<file path="src/rtl/antifurto_pkg.sv">
// -----------------------------------------------------------------------------
// antifurto_pkg
//
// Shared constants for the anti-theft input path.
//
// Contents:
//   IDX_*           bit position of each conditioned input inside the
//                   raw_in / clean_out / rise_pulse / fall_pulse vectors
//   N_INPUTS_DEF    default channel count (one per IDX_* constant)
//   DEBOUNCE_SIM    short debounce window used in simulation
//   DEBOUNCE_BOARD  debounce window for hardware builds (mechanical bounce)
//   debounce_cnt_w  width of a counter that must hold 0..cycles-1
// -----------------------------------------------------------------------------
package antifurto_pkg;

  // Channel map. The anti-theft FSM consumes clean levels only; the
  // parameter-programming logic uses the rising edge of IDX_REPROGRAM.
  localparam int IDX_IGNITION    = 0;
  localparam int IDX_DOOR_DRIVER = 1;
  localparam int IDX_DOOR_PASS   = 2;
  localparam int IDX_REPROGRAM   = 3;
  localparam int IDX_BRAKE       = 4;
  localparam int IDX_HIDDEN_SW   = 5;

  localparam int N_INPUTS_DEF = 6;

  localparam int DEBOUNCE_SIM   = 4;
  localparam int DEBOUNCE_BOARD = 1_000_000;

  // The counter tops out at cycles-1, so $clog2(cycles+1) bits are always
  // enough and still give a 1-bit counter for cycles == 1.
  function automatic int debounce_cnt_w(input int cycles);
    return $clog2(cycles + 1);
  endfunction

endpackage : antifurto_pkg

</file>
<file path="src/rtl/debounce_channel.sv">
// -----------------------------------------------------------------------------
// debounce_channel
//
// One conditioned input: 2-flop synchronizer, stable-count debouncer and
// registered one-cycle edge pulses.
//
// Ports:
//   clock    in   system clock, rising-edge active
//   reset    in   asynchronous, active-high; loads RESET_LEVEL, clears counter
//                 and pulses
//   raw_i    in   asynchronous raw switch level
//   clean_o  out  debounced level
//   rise_o   out  one-cycle pulse on the edge where clean_o goes 0->1
//   fall_o   out  one-cycle pulse on the edge where clean_o goes 1->0
//
// Timing: a raw change that is stable before edge 1 appears on sync2 after
// edge 2 and on clean_o (with its pulse) after edge DEBOUNCE_CYCLES+2.
// -----------------------------------------------------------------------------
module debounce_channel
  import antifurto_pkg::*;
#(
  parameter int   DEBOUNCE_CYCLES = DEBOUNCE_SIM,
  parameter int   CNT_W           = debounce_cnt_w(DEBOUNCE_CYCLES),
  parameter logic RESET_LEVEL     = 1'b0
) (
  input  logic clock,
  input  logic reset,
  input  logic raw_i,
  output logic clean_o,
  output logic rise_o,
  output logic fall_o
);

  // Counter value on the edge that commits a new level: the mismatch has
  // then been seen on DEBOUNCE_CYCLES consecutive edges.
  localparam logic [CNT_W-1:0] CNT_TERM = CNT_W'(DEBOUNCE_CYCLES - 1);
  localparam logic [CNT_W-1:0] CNT_ONE  = CNT_W'(1);

  logic             sync1_q;
  logic             sync2_q;
  logic             clean_q, clean_d;
  logic [CNT_W-1:0] cnt_q,   cnt_d;
  logic             rise_q,  rise_d;
  logic             fall_q,  fall_d;

  logic mismatch;
  logic terminal;

  assign mismatch = (sync2_q != clean_q);
  assign terminal = (cnt_q == CNT_TERM);

  // Any cycle where the synchronized input agrees with the clean level
  // restarts qualification from zero, so short glitches never accumulate.
  // The counter is cleared on the commit edge, so it never passes CNT_TERM.
  always_comb begin
    clean_d = clean_q;
    cnt_d   = cnt_q;
    rise_d  = 1'b0;
    fall_d  = 1'b0;
    if (!mismatch) begin
      cnt_d = '0;
    end else if (terminal) begin
      clean_d = sync2_q;
      cnt_d   = '0;
      rise_d  = sync2_q;
      fall_d  = ~sync2_q;
    end else begin
      cnt_d = cnt_q + CNT_ONE;
    end
  end

  // Reset loads the sync flops with RESET_LEVEL as well as clean_q, so the
  // first cycles after release see agreement and produce no spurious edge.
  always_ff @(posedge clock or posedge reset) begin
    if (reset) begin
      sync1_q <= RESET_LEVEL;
      sync2_q <= RESET_LEVEL;
      clean_q <= RESET_LEVEL;
      cnt_q   <= '0;
      rise_q  <= 1'b0;
      fall_q  <= 1'b0;
    end else begin
      sync1_q <= raw_i;
      sync2_q <= sync1_q;
      clean_q <= clean_d;
      cnt_q   <= cnt_d;
      rise_q  <= rise_d;
      fall_q  <= fall_d;
    end
  end

  assign clean_o = clean_q;
  assign rise_o  = rise_q;
  assign fall_o  = fall_q;

endmodule : debounce_channel

</file>
<file path="src/rtl/input_conditioner.sv">
// -----------------------------------------------------------------------------
// input_conditioner
//
// Conditions the raw switch/sensor inputs (ignition, door_driver, door_pass,
// reprogram, brake, hidden_sw) before they reach the anti-theft FSM and the
// fuel-pump logic. Each bit is an independent debounce_channel; channels do
// not interact, so simultaneous changes settle on the same edge when their
// timing matches.
//
// Parameters:
//   N_INPUTS         number of channels (default N_INPUTS_DEF)
//   DEBOUNCE_CYCLES  consecutive stable edges before clean_out changes (>= 1)
//   CNT_W            derived counter width; leave at its default
//   RESET_LEVEL      per-channel level loaded at reset
//
// Ports:
//   clock       in   system clock, rising-edge active
//   reset       in   asynchronous, active-high
//   raw_in      in   [N_INPUTS] asynchronous raw levels
//   clean_out   out  [N_INPUTS] debounced levels
//   rise_pulse  out  [N_INPUTS] one-cycle pulse on clean 0->1
//   fall_pulse  out  [N_INPUTS] one-cycle pulse on clean 1->0
// -----------------------------------------------------------------------------
module input_conditioner
  import antifurto_pkg::*;
#(
  parameter int                  N_INPUTS        = N_INPUTS_DEF,
  parameter int                  DEBOUNCE_CYCLES = DEBOUNCE_SIM,
  parameter int                  CNT_W           = debounce_cnt_w(DEBOUNCE_CYCLES),
  parameter logic [N_INPUTS-1:0] RESET_LEVEL     = {N_INPUTS{1'b0}}
) (
  input  logic                clock,
  input  logic                reset,
  input  logic [N_INPUTS-1:0] raw_in,
  output logic [N_INPUTS-1:0] clean_out,
  output logic [N_INPUTS-1:0] rise_pulse,
  output logic [N_INPUTS-1:0] fall_pulse
);

  // A zero-length window would commit on the first mismatching edge with a
  // counter that cannot be sized; refuse it at elaboration.
  if (DEBOUNCE_CYCLES < 1) begin : g_bad_cfg
    $error("input_conditioner: DEBOUNCE_CYCLES must be >= 1");
  end

  for (genvar i = 0; i < N_INPUTS; i++) begin : g_ch
    debounce_channel #(
      .DEBOUNCE_CYCLES (DEBOUNCE_CYCLES),
      .CNT_W           (CNT_W),
      .RESET_LEVEL     (RESET_LEVEL[i])
    ) u_ch (
      .clock   (clock),
      .reset   (reset),
      .raw_i   (raw_in[i]),
      .clean_o (clean_out[i]),
      .rise_o  (rise_pulse[i]),
      .fall_o  (fall_pulse[i])
    );
  end

endmodule : input_conditioner
</file>
<file path="config.mk">
export PLATFORM = sky130hd
export DESIGN_NAME = input_conditioner
export DESIGN_NICKNAME = d
export VERILOG_FILES = /design/src/rtl/antifurto_pkg.sv /design/src/rtl/debounce_channel.sv /design/src/rtl/input_conditioner.sv
export SDC_FILE = /design/constraint.sdc
export NUM_CORES = 1
export LEC_CHECK = 0
export CELL_PAD_IN_SITES_DETAIL_PLACEMENT = 1
export CELL_PAD_IN_SITES_GLOBAL_PLACEMENT = 2
export CORE_MARGIN = 1
export CORE_UTILIZATION = 38
export DETAILED_ROUTE_END_ITERATION = 10
export PLACE_DENSITY_LB_ADDON = 0.08
export REMOVE_ABC_BUFFERS = 1
export SLEW_MARGIN = 25
export SYNTH_ARGS = -nofsm -noshare
export SYNTH_HDL_FRONTEND = slang
export SYNTH_SLANG_ARGS = --single-unit
</file>
<file path="constraint.sdc">
create_clock -name clock -period 1.95 [get_ports clock]
set_input_delay 0.39 -clock clock [delete_from_list [all_inputs] [get_ports clock]]
set_output_delay 0.39 -clock clock [all_outputs]
set_load 0.05 [all_outputs]
</file>
==> run metrics <==
vias per inst 4.76; CP Capture Type output pin; final cell count without fillers 191; max_cap viols 0; Max-slew headroom 63.7%; die area 0.00516 mm2; Critical Path Source Type flip-flop; # clock sinks 48; filler instances 478; worst-path maximum fanout 1; crit path cell chain clkdlybuf4s50_1; reg2reg end g_ch[1].u_ch.clean_o; FF-to-FF Start g_ch[1].u_ch.cnt_q[0]; Fin Clk Skew 3.88 ps; Pre-antenna DRT Iters 4; post-CTS setup buffer count 0; Tmin final 1820 ps; initial antenna violation count 0; worst vdd ir 646 uV; # DRC 0; post-synth top area cell dfrtp_1; Initial Util 39.5%; Cells after Synth 121; DR WL met2 1300 um; LEAKAGE 0.984 nW; Initial DRC Count 23; Die X 71.8 um; Die Y 71.8 um; R2R depth 3; critical path arrival 1430 ps; # H-tree levels 2; Final Max Tran Viols 0; setup repair after global routing missed its margin no; slew of the pin with the lowest slew margin 543 ps; placed instance count 183; layout cell share with drive strength beyond 1 16.1%; worst skew pair latency 300 ps; Synth top area share 64.8%; #FFs+latches synth 48; commonest cells after routing, fill and taps aside dfrtp_1, nor3b_1, clkdlybuf4s50_1, and3b_1; CTS Hold Bufs 0; Core ar. 0.00469 mm2; CTS Buffer Depth 2; commonest non-fill, non-tap cell in the layout dfrtp_1; metal3 WL 117 um; Resize count post-CTS 1; top layer in use met4; synth top area cells dfrtp_1, nor3b_1, buf_4; setup TNS 0 ps; Crit path max-delay family buffers and inverters; DRT Wirelength 2540 um; synthesized area per cell 15.3 um2; Ant. Diodes 0; cts bufs inserted 5; boundary pin count 26; WL/cell 13.3 um; crit-path max cell delay 800 ps; number of buffers added on ports 25; HP Class flip-flop to flip-flop; largest net degree at the start of global routing 26; count of cell types in the netlist 14; Nets 150; DP Wirelength 1820 um; All-Layer GR Usage 11.7%; Tot Pwr 0.00280 W; vias in the first global route 995; post-route ant nets 0; Crit-path slowest cell clkdlybuf4s50_1; Hold Violations, Final 0; post-synthesis sequential area ratio 64.8%; mapped cell area 0.00185 mm2; Reg clk slew, reported paths 80 ps; wire length on met1 1050 um; global-route wire length before repair 4450 um; gr ovfl total 0; WP buf/inv 1; root buffer cell clkbuf_8; FP Rows 25; Worst Path Class, Setup flip-flop to output pin; Placer Congestion 0.659; CP startpoint g_ch[0].u_ch.fall_o; Area Growth Syn to Fin 15.6%; CTS tree built; status finished, final reports clean; via count 909; Stages on worst setup path 1; PwrDens 1310 mW/mm2; Syn. warnings 0; Max Freq 549 MHz; Final setup viols 0; Req. time, crit path 1560 ps; part of the cycle the worst path needs 93.4%; Worst R2R Setup Slack 770 ps; worst setup path endpoint fall_pulse[0]
## power breakdown
part | switching (W) | internal [W]
Sequential | 0.000139 | 0.00118
Combinational | 0.000513 | 0.000368
Clock | 0.000305 | 0.000289
## cells in the mapped netlist
| cell | instances |
|---|---|
| nand2b_4 | 5 |
| nor2b_4 | 1 |
| ha_1 | 6 |
| mux2_1 | 2 |
| buf_4 | 18 |
| xnor2_1 | 6 |
| nor3b_1 | 20 |
| nor2b_1 | 1 |
| nor3b_2 | 1 |
| dfrtp_1 | 48 |
| mux2_2 | 4 |
| nor3_1 | 1 |
| and3b_1 | 7 |
| inv_1 | 1 |
## flip-flops by register name, summed over array words and instances (netlist names)
signal,count
g_ch.u_ch.clean_o,6
g_ch.u_ch.cnt_q,18
g_ch.u_ch.fall_o,6
g_ch.u_ch.rise_o,6
g_ch.u_ch.sync1_q,6
g_ch.u_ch.sync2_q,6
## routing by layer
metal	up-vias	GRT usage, %
met4	0	6.54
met3	8	4.64
met2	20	19.2
met1	462	13.1
li1	419	-
met5	-	0
## how the worst min path moves through the flow
stage	slack, ps	cells after the start	to	from
floorplan	330	0	g_ch[0].u_ch.sync2_q	g_ch[0].u_ch.sync1_q
global placement	330	0	g_ch[5].u_ch.sync2_q	g_ch[5].u_ch.sync1_q
detailed placement	340	0	g_ch[5].u_ch.sync2_q	g_ch[5].u_ch.sync1_q
CTS	350	0	g_ch[5].u_ch.sync2_q	g_ch[5].u_ch.sync1_q
global route	360	0	g_ch[5].u_ch.sync2_q	g_ch[5].u_ch.sync1_q
finish	350	0	g_ch[5].u_ch.sync2_q	g_ch[5].u_ch.sync1_q
## layout make-up
cell class | instances | area [um2] | share of cell area, %
tap | 54 | 67.6 | 3.15
sequential | 48 | 1200 | 56.1
clock buffer | 8 | 90.1 | 4.21
multi-input combinational | 54 | 513 | 23.9
inverter | 1 | 3.75 | 0.175
timing repair buffer | 26 | 267 | 12.4
## per-stage QoR
step	setup slack, ps	utilization (%)	cell area (um2)	hold WS (ps)
after floorplan	416	-	1720	331
after global placement	359	43.7	2050	334
after detailed placement	335	43.7	2050	336
after CTS	6.75	45.5	2140	354
after global routing	85.5	45.7	2140	357
final	130	45.7	2140	351
## cells by family after synthesis
kind of cell | count (synthesis) | share of synthesized area [%]
DFF | 48 | 64.8
and+or+nand+nor | 36 | 17.2
buffers and inverters | 19 | 7.49
xor gates and xnor gates | 6 | 2.84
muxes | 6 | 3.65
adders and majority gates | 6 | 4.05
Note: power is estimated with default switching activity, not from simulation.
